==> src/rtl/vram_scanout_if.sv <==
// VRAM scanout bus: groups the enable control, the VRAM read port and the
// video output signals of the raster engine.
// Latency: none (wires only).
// Backpressure: none; VRAM answers every read in one clk, the display never stalls.
//   master: the scanout engine (drives address/req and video, receives enable/read data)
//   slave : the environment (drives enable/read data, receives address/req and video)
interface vram_scanout_if;
    logic        enable;
    logic [19:0] vram_address;
    logic        vram_req;
    logic [7:0]  vram_r_data;
    logic [7:0]  pixel;
    logic        de;
    logic        hsync;
    logic        vsync;
    logic        frame_start;

    modport master (
        input  enable, vram_r_data,
        output vram_address, vram_req, pixel, de, hsync, vsync, frame_start
    );

    modport slave (
        output enable, vram_r_data,
        input  vram_address, vram_req, pixel, de, hsync, vsync, frame_start
    );
endinterface

==> src/rtl/vram_scanout.sv <==
// Raster scanout: h/v timing, one VRAM byte fetch per active pixel, aligned RGB332 video out.
// Latency: every output trails the h/v counter state by 2 clk (address/req by 1 clk).
// Backpressure: none; VRAM must answer in 1 clk. Idle cycles (vram_req=0) are free for the CPU.
//   clk, rst       : clock, asynchronous active-high reset
//   bus.enable     : 1 = scan frames, 0 = stop after the current frame
//   bus.vram_*     : registered read address + live-fetch strobe, read data one clk later
//   bus.pixel/de/hsync/vsync/frame_start : video outputs, mutually aligned
module vram_scanout #(
    parameter int          H_ACTIVE  = 640,
    parameter int          H_FP      = 16,
    parameter int          H_SYNC    = 96,
    parameter int          H_BP      = 48,
    parameter int          V_ACTIVE  = 480,
    parameter int          V_FP      = 10,
    parameter int          V_SYNC    = 2,
    parameter int          V_BP      = 33,
    parameter logic [19:0] BASE_ADDR = 20'h00000,
    parameter int          PIX_DIV   = 1,
    parameter bit          HS_POL    = 1'b0,
    parameter bit          VS_POL    = 1'b0
) (
    input  logic           clk,
    input  logic           rst,
    vram_scanout_if.master bus
);

    localparam int H_TOTAL = H_ACTIVE + H_FP + H_SYNC + H_BP;
    localparam int V_TOTAL = V_ACTIVE + V_FP + V_SYNC + V_BP;
    // +1 so the region upper bounds (which may equal TOTAL) still fit the counter width
    localparam int HW = $clog2(H_TOTAL + 1);
    localparam int VW = $clog2(V_TOTAL + 1);
    localparam int DW = (PIX_DIV > 1) ? $clog2(PIX_DIV) : 1;

    localparam logic [HW-1:0] H_LAST   = HW'(H_TOTAL - 1);
    localparam logic [HW-1:0] H_ACT    = HW'(H_ACTIVE);
    localparam logic [HW-1:0] H_SYN_LO = HW'(H_ACTIVE + H_FP);
    localparam logic [HW-1:0] H_SYN_HI = HW'(H_ACTIVE + H_FP + H_SYNC);
    localparam logic [VW-1:0] V_LAST   = VW'(V_TOTAL - 1);
    localparam logic [VW-1:0] V_ACT    = VW'(V_ACTIVE);
    localparam logic [VW-1:0] V_SYN_LO = VW'(V_ACTIVE + V_FP);
    localparam logic [VW-1:0] V_SYN_HI = VW'(V_ACTIVE + V_FP + V_SYNC);
    localparam logic [DW-1:0] DIV_LAST = DW'(PIX_DIV - 1);

    typedef enum logic [1:0] {IDLE, RUN, DRAIN} state_t;

    state_t        state;
    logic [HW-1:0] h_cnt;
    logic [VW-1:0] v_cnt;
    logic [DW-1:0] div_cnt;

    // ---------------- stage k: counter state decode ----------------
    logic live, div_zero, div_last, h_last, v_last, frame_last;
    logic act, fetch, hs_act, vs_act, first_pix;

    assign live       = (state != IDLE);
    assign div_zero   = (div_cnt == '0);
    assign div_last   = (div_cnt == DIV_LAST);
    assign h_last     = (h_cnt == H_LAST);
    assign v_last     = (v_cnt == V_LAST);
    assign frame_last = live && div_last && h_last && v_last;
    assign act        = live && (h_cnt < H_ACT) && (v_cnt < V_ACT);
    assign fetch      = act && div_zero;
    assign hs_act     = live && (h_cnt >= H_SYN_LO) && (h_cnt < H_SYN_HI);
    assign vs_act     = live && (v_cnt >= V_SYN_LO) && (v_cnt < V_SYN_HI);
    assign first_pix  = live && (h_cnt == '0) && (v_cnt == '0) && div_zero;

    // Counters wrap to (0,0) on the last pixel of a frame, so leaving for IDLE
    // there needs no extra clearing. Dropping enable on that very pixel goes
    // straight to IDLE: the frame is complete and DRAIN would start another one.
    always_ff @(posedge clk or posedge rst) begin
        if (rst) begin
            state   <= IDLE;
            h_cnt   <= '0;
            v_cnt   <= '0;
            div_cnt <= '0;
        end else if (state == IDLE) begin
            h_cnt   <= '0;
            v_cnt   <= '0;
            div_cnt <= '0;
            state   <= bus.enable ? RUN : IDLE;
        end else begin
            if (div_last) begin
                div_cnt <= '0;
                if (h_last) begin
                    h_cnt <= '0;
                    v_cnt <= v_last ? '0 : v_cnt + 1'b1;
                end else begin
                    h_cnt <= h_cnt + 1'b1;
                end
            end else begin
                div_cnt <= div_cnt + 1'b1;
            end

            if (frame_last)
                state <= bus.enable ? RUN : IDLE;
            else
                state <= bus.enable ? RUN : DRAIN;
        end
    end

    // ---------------- stage k+1: fetch address + decode delay ----------------
    logic [19:0] addr_q, ptr_q, fetch_addr;
    logic        req_q, de1, hs1, vs1, fs1;

    // Pixel (0,0) always restarts from BASE_ADDR; 20-bit adds wrap naturally.
    assign fetch_addr = ((h_cnt == '0) && (v_cnt == '0)) ? BASE_ADDR : ptr_q;

    always_ff @(posedge clk or posedge rst) begin
        if (rst) begin
            addr_q <= BASE_ADDR;
            ptr_q  <= BASE_ADDR;
            req_q  <= 1'b0;
            de1    <= 1'b0;
            hs1    <= 1'b0;
            vs1    <= 1'b0;
            fs1    <= 1'b0;
        end else begin
            req_q <= fetch;
            de1   <= act;
            hs1   <= hs_act;
            vs1   <= vs_act;
            fs1   <= first_pix;
            if (fetch) begin
                addr_q <= fetch_addr;
                ptr_q  <= fetch_addr + 20'd1;
            end else if (!live) begin
                addr_q <= BASE_ADDR;
                ptr_q  <= BASE_ADDR;
            end
        end
    end

    // ---------------- stage k+2: video outputs ----------------
    logic [7:0] pixel_q;
    logic       de_q, hsync_q, vsync_q, fs_q;

    // Read data is captured only on the clk after a live fetch; on the
    // remaining PIX_DIV-1 clks of an active pixel the byte is simply held.
    always_ff @(posedge clk or posedge rst) begin
        if (rst) begin
            pixel_q <= 8'h00;
            de_q    <= 1'b0;
            hsync_q <= ~HS_POL;
            vsync_q <= ~VS_POL;
            fs_q    <= 1'b0;
        end else begin
            if (req_q)
                pixel_q <= bus.vram_r_data;
            else if (!de1)
                pixel_q <= 8'h00;
            de_q    <= de1;
            hsync_q <= hs1 ? HS_POL : ~HS_POL;
            vsync_q <= vs1 ? VS_POL : ~VS_POL;
            fs_q    <= fs1;
        end
    end

    assign bus.vram_address = addr_q;
    assign bus.vram_req     = req_q;
    assign bus.pixel        = pixel_q;
    assign bus.de           = de_q;
    assign bus.hsync        = hsync_q;
    assign bus.vsync        = vsync_q;
    assign bus.frame_start  = fs_q;

endmodule

==> src/flat_wrapper.sv <==
// flat-port wrapper written by rule: the top's interface ports become plain ports
module vram_scanout_flat 
#(
    parameter int          H_ACTIVE  = 640,
    parameter int          H_FP      = 16,
    parameter int          H_SYNC    = 96,
    parameter int          H_BP      = 48,
    parameter int          V_ACTIVE  = 480,
    parameter int          V_FP      = 10,
    parameter int          V_SYNC    = 2,
    parameter int          V_BP      = 33,
    parameter logic [19:0] BASE_ADDR = 20'h00000,
    parameter int          PIX_DIV   = 1,
    parameter bit          HS_POL    = 1'b0,
    parameter bit          VS_POL    = 1'b0
)
  (clk, rst, bus_enable, bus_vram_r_data, bus_vram_address, bus_vram_req, bus_pixel, bus_de, bus_hsync, bus_vsync, bus_frame_start);
  vram_scanout_if bus_i ();
  input  logic clk;
  input  logic rst;
  input wire logic [$bits(bus_i.enable)-1:0] bus_enable;
  input wire logic [$bits(bus_i.vram_r_data)-1:0] bus_vram_r_data;
  output wire logic [$bits(bus_i.vram_address)-1:0] bus_vram_address;
  output wire logic [$bits(bus_i.vram_req)-1:0] bus_vram_req;
  output wire logic [$bits(bus_i.pixel)-1:0] bus_pixel;
  output wire logic [$bits(bus_i.de)-1:0] bus_de;
  output wire logic [$bits(bus_i.hsync)-1:0] bus_hsync;
  output wire logic [$bits(bus_i.vsync)-1:0] bus_vsync;
  output wire logic [$bits(bus_i.frame_start)-1:0] bus_frame_start;
  assign bus_i.enable = bus_enable;
  assign bus_i.vram_r_data = bus_vram_r_data;
  assign bus_vram_address = bus_i.vram_address;
  assign bus_vram_req = bus_i.vram_req;
  assign bus_pixel = bus_i.pixel;
  assign bus_de = bus_i.de;
  assign bus_hsync = bus_i.hsync;
  assign bus_vsync = bus_i.vsync;
  assign bus_frame_start = bus_i.frame_start;
  vram_scanout #(.H_ACTIVE(H_ACTIVE), .H_FP(H_FP), .H_SYNC(H_SYNC), .H_BP(H_BP), .V_ACTIVE(V_ACTIVE), .V_FP(V_FP), .V_SYNC(V_SYNC), .V_BP(V_BP), .BASE_ADDR(BASE_ADDR), .PIX_DIV(PIX_DIV), .HS_POL(HS_POL), .VS_POL(VS_POL)) u_core (.clk(clk), .rst(rst), .bus(bus_i));
endmodule
==> config.mk <==
export PLATFORM = sky130hd
export DESIGN_NAME = vram_scanout_flat
export DESIGN_NICKNAME = d
export VERILOG_FILES = /design/src/rtl/vram_scanout_if.sv /design/src/rtl/vram_scanout.sv /design/src/flat_wrapper.sv
export SDC_FILE = /design/constraint.sdc
export NUM_CORES = 1
export LEC_CHECK = 0
export CAP_MARGIN = 20
export CORE_MARGIN = 5
export CORE_UTILIZATION = 25
export DETAILED_ROUTE_END_ITERATION = 8
export GPL_TIMING_DRIVEN = 0
export HOLD_SLACK_MARGIN = 0.06
export PLACE_DENSITY = 0.43
export SYNTH_ARGS = -nofsm -noshare
export SYNTH_HDL_FRONTEND = slang
export SYNTH_SLANG_ARGS = --single-unit
==> constraint.sdc <==
create_clock -name clk -period 5.7 [get_ports clk]
set_clock_uncertainty 0.2 [all_clocks]
set_input_delay 1.71 -clock clk [delete_from_list [all_inputs] [get_ports clk]]
set_output_delay 1.71 -clock clk [all_outputs]
set_load 0.02 [all_outputs]
# Yosys cells after proc, flatten, opt, wreduce, memory -nomap -nowiden
# Cells that the tools add are included.
dict set report totals {
  latch_bits 0
  inputBits 11
  mem_bits_rw 0
  out_inout_bits 33
  elab_cells 73
  ff_bits 80
  romBits 0
  mem_count 0
}
dict set report classes {
  mul 0
  shift 0
  eq_ne 5
  addsub 4
  bitwise_logic 1
  order_cmp 6
  muxes 21
  div 0
  reduce_logical 20
}
# operator count
set op_table {}
lappend op_table {{two-way mux 20 bit} 4}
lappend op_table {{two-way mux 10 bit} 7}
lappend op_table {{adder 10 x 1 -> 10 bit (second input constant)} 2}
lappend op_table {{adder 20 x 1 -> 20 bit (second input constant)} 1}
lappend op_table {{equality test 10 bit (second input constant)} 2}
lappend op_table {{zero test 10 bit} 2}
lappend op_table {{less-than comparator 10 bit (second input constant)} 2}
lappend op_table {{less-than comparator 10 x 9 -> 1 bit (second input constant)} 2}
lappend op_table {{two-way mux 8 bit} 2}
lappend op_table {{logical AND 1 bit} 14}
lappend op_table {{>= comparator 10 bit (second input constant)} 1}
lappend op_table {{>= comparator 10 x 9 -> 1 bit (second input constant)} 1}
lappend op_table {{two-way mux 2 bit} 3}
lappend op_table {{two-way mux 1 bit} 5}
lappend op_table {{inequality test 2 bit (second input constant)} 2}
lappend op_table {{nonzero test 2 bit} 2}
lappend op_table {{zero test 2 bit} 1}
lappend op_table {{inequality test 2 x 1 -> 1 bit (second input constant)} 1}
lappend op_table {{AND reduction 2 bit} 1}
lappend op_table {{adder 1 bit (second input constant)} 1}
lappend op_table {{NOT 1 bit} 1}

# Longest topological paths before layout
dict set report logic_depth {
  ltp_word 6
  mapped_depth 13
  mapped_depth_nobuf 12
}

# Least setup slack after synthesis
# OpenSTA, ideal clock, no wires.
dict set report synth_path {
  path_type {register -> register}
  start {register u_core.v_cnt[6]}
  end {register u_core.ptr_q[14]}
  required_ps 5361
  n_path_buf 1
  synth_period_minus_slack_ps 2956
  setup_slack_ps 2744
  setup_ps 139
  arrival_time_ps 2617
  path_stages_with_launch 11
  path_cell_list {dfrtp_1 or4_1 or3_4 or3_1 buf_2 and2_1 ha_1 nand4_1 nor3_1 a41oi_1 a31oi_1}
}
dict set report synth_between {
  elab_chain_cells 5
  elab_cells_between_ends 9
  cone_classes {1 x add/sub; 1 x order compare; 1 x eq/ne; 2 x mux; 4 x reduce/logical}
}
# item line
set synth_rtl {}
lappend synth_rtl {{start: declaration} vram_scanout.sv:48} ;# logic [VW-1:0] v_cnt;
lappend synth_rtl {{start signal: assignment} vram_scanout.sv:86} ;# v_cnt <= v_last ? '0 : v_cnt + 1'b1;
lappend synth_rtl {{zero test 10 bit} vram_scanout.sv:106} ;# assign fetch_addr = ((h_cnt == '0) && (v_cnt == '0)) ? BASE_ADDR : ptr_q;
lappend synth_rtl {{logical AND 1 bit} vram_scanout.sv:106}
lappend synth_rtl {{two-way mux 20 bit} vram_scanout.sv:106}
lappend synth_rtl {{adder 20 x 1 -> 20 bit} vram_scanout.sv:125} ;# ptr_q <= fetch_addr + 20'd1;
lappend synth_rtl {{two-way mux 20 bit} vram_scanout.sv:123} ;# if (fetch) begin
lappend synth_rtl {{end signal: assignment} vram_scanout.sv:125}
lappend synth_rtl {{end: declaration} vram_scanout.sv:102} ;# logic [19:0] addr_q, ptr_q, fetch_addr;
# Several ways; a longest one is shown, not always the timed one.
# A chain may end at the register's enable or synchronous reset.

==> summary.md <==
| Metric | Value |
|---|---|
| Status | `finished clean` |
| First-pass DRT Iterations | `4` |
| Mapped Area | `3490 um^2` |
| Crit-path max FO | `10` |
| Largest net degree at the start of global routing | `58` |
| Number of cells on the critical path | `1` |
| Pleak | `1.92 nW` |
| Number of global-route vias before repair | `2790` |
| Max Cap Viol | `0` |
| Critical Path Start Type | `flip-flop` |
| Worst Hold Class | `reg -> reg` |
| Launch point of the worst reg-to-reg path | `u_core.v_cnt[6]` |
| Syn nets | `355` |
| CP max stage cell | `clkdlybuf4s50_1` |
| Reg2Reg Setup Slack | `2.46 ns` |
| Area Growth Syn to Fin | `28.9%` |
| Synth area leader | `dfrtp_1` |
| Inserted Clock Buffers | `9` |
| Skew-Pair Late Insertion Delay | `0.34 ns` |
| CTS Root Cell | `clkbuf_16` |
| Final TNS setup | `0 ns` |
| Routed len/inst | `14.2 um` |
| Crit path time final | `3.37 ns` |
| CP delay by family, top | `buffers and inverters` |
| Setup bufs post-CTS | `0` |
| Placed cell area | `4180 um^2` |
| Fin nets | `411` |
| Peak Freq | `297 MHz` |
| Area share of the largest cell type after synthesis | `0.545` |
| WP data required | `3.79 ns` |
| IO Port Bufs | `43` |
| Deepest clock path buffer count | `2` |
| Synth Register Bits | `78` |
| Crit path buf inv count | `1` |
| Top-count cell post-synth | `dfrtp_1` |
| Cell count after placement | `564` |
| GPL Wtd Cong | `0.752` |
| Final HPWL DP | `5740 um` |
| Total gr overflow | `0` |
| Crit end category | `primary output` |
| Post-Layout Cell Count | `580` |
| Post-route cell area | `4500 um^2` |
| Die area | `16400 um^2` |
| Most area-consuming cells after synthesis | `dfrtp_1 54%, a22o_1 4.8%, nand2_1 4.4%` |
| Syn avg cell area | `10.3 um^2` |
| Top FF cell, synth | `dfrtp_1` |
| CP max stage delay | `0.66 ns` |
| Max Transition Viols Final | `0` |
| Core ar. | `13800 um^2` |
| Number of enable flip-flop cells after synthesis | `0` |
| DRT Wirelength | `8260 um` |
| Worst reg2reg endpoint | `u_core.ptr_q[16]` |
| Hold Buf Count CTS | `0` |
| Via density | `4.72` |
| Post-CTS sizing | `0` |
| Hold Startpoint | `u_core.fs1` |
| Worst path arrival time | `1.46 ns` |
| Vias | `2737` |
| Row cnt | `43` |
| Routed Antenna Nets | `0` |
| Worst-case vdd ir drop | `125 uV` |
| R2R depth | `10` |
| DRC Markers | `0` |
| Unrepaired setup endpoints after global routing | `no` |
| Slew @ Worst Pin | `0.856 ns` |
| Final period util | `0.591` |
| First-pass GRT wire length | `14200 um` |
| CTS tree | `done` |
| Power Dens Cells | `325 nW/um^2` |
| Asr flop ratio synth | `1.00` |
| CP startpoint | `u_core.de1` |
| # IOs | `44` |
| Ratio of cells with drive above 1 in the final layout | `0.0700` |
| Warnings, synthesis | `0` |
| Hold Fails Final Rpt | `0` |
| Initial antenna violation count | `0` |
| Die Height | `128 um` |
| Worst path cell trace | `clkdlybuf4s50_1` |
| Setup violations, final | `0` |
| Starting density of the core | `0.253` |
| Top post-synthesis cells by count | `76 x dfrtp_1, 41 x nand2_1, 21 x a31oi_1, 21 x nand3_1, 19 x a22o_1` |
| Initial drt markers | `121` |
| Critical path type | `reg -> out` |
| Setup ws final | `2.33 ns` |
| Seq/Total Area, Yosys | `0.560` |
| Chip width | `128 um` |
| Worst slew margin | `0.425` |
| Synth Instances | `339` |
| Worst-path clk slew | `0.05 ns` |
| Worst Setup EP | `bus_vram_req` |
| Total global routing track utilization | `0.109` |
| Diode count | `0` |
| H-tree depth | `3` |
| Post-synthesis cell type count | `43` |
| # clock sinks | `78` |
| Pre-CTS WS | `2.45 ns` |
| Final Power | `1.46 mW` |
==> worst min path at each step <==
stage / to / slack [ns] / cells past startpoint
final: u_core.bus.frame_start / 0.15 / 0
after global routing: u_core.bus.frame_start / 0.16 / 0
after CTS: u_core.bus.frame_start / 0.15 / 0
after detailed placement: u_core.bus.frame_start / 0.14 / 0
after global placement: u_core.bus.frame_start / 0.14 / 0
after floorplan: u_core.bus.frame_start / 0.13 / 0
==> flip-flops by register name (all words and copies together) (netlist names), 2 cells and up <==
| register | flops |
|---|---|
| u_core.state | 2 |
| u_core.bus.vram_address | 20 |
| u_core.ptr_q | 20 |
| u_core.bus.pixel | 8 |
| u_core.h_cnt | 10 |
| u_core.v_cnt | 10 |
==> layout make-up <==
class                   instances  area [um^2]
clock inverters                 4         70.1
well taps                     180          225
repair buffers                 45          463
flip-flops and latches         78         1950
multi-input cells             232         1410
fillers                      1463         9280
inverters                      10         40.0
clock buffers                  12          246
plain buffers                  19         91.3
==> power by group <==
part / internal, mW / switching [mW]
Sequential: 0.589 / 0.0323
Combinational: 0.0968 / 0.130
Clock: 0.394 / 0.220
Total: 1.08 / 0.382
==> placed cells by master, fill, tap and decap left out, types with 2 or more instances in the layout <==
cell | synthesis | routed
dfrtp_1 | 76 | 76
clkdlybuf4s50_1 | 0 | 43
nand2_1 | 41 | 41
nand3_1 | 21 | 21
a31oi_1 | 21 | 21
a22o_1 | 19 | 19
nor2_1 | 17 | 17
clkbuf_1 | 13 | 15
o21ai_0 | 14 | 14
a21oi_1 | 11 | 11
and2_1 | 10 | 10
inv_1 | 10 | 9
clkbuf_16 | 0 | 9
nor3_1 | 8 | 8
nand4_1 | 7 | 7
a41oi_1 | 7 | 7
nor4_1 | 5 | 5
buf_2 | 4 | 5
and3_1 | 5 | 5
ha_1 | 5 | 5
or3_1 | 4 | 4
xnor2_1 | 4 | 4
xor2_1 | 4 | 4
or4_1 | 3 | 3
o21a_1 | 3 | 3
mux2i_1 | 3 | 3
nor3b_1 | 2 | 2
buf_6 | 2 | 2
nand2b_1 | 2 | 2
a21o_1 | 2 | 2
bufinv_16 | 0 | 2
clkinv_2 | 0 | 2
dfstp_2 | 2 | 2
==> logic make-up after synthesis <==
group / Yosys count / synth area share
buf+inv: 29 / 0.0369
compound gates: 83 / 0.163
mux: 3 / 0.00860
fa+ha+maj: 5 / 0.0179
xor+xnor: 8 / 0.0201
simple gates: 133 / 0.194
flops: 78 / 0.560
==> metal layers <==
metal,up-vias,wire [um],GRT usage
met5,-,0,0
met4,0,111,0.0368
met3,10,286,0.0288
met2,33,3970,0.181
met1,1343,3900,0.137
li1,1351,-,-
==> stage by stage <==
step                hold WS [ns]   util
floorplan                  0.131      -
global placement           0.137  0.301
detailed placement         0.136  0.304
CTS                        0.149  0.327
global route               0.161  0.327
finish                     0.146  0.327
No activity file was read; power rests on OpenSTA's default activity.
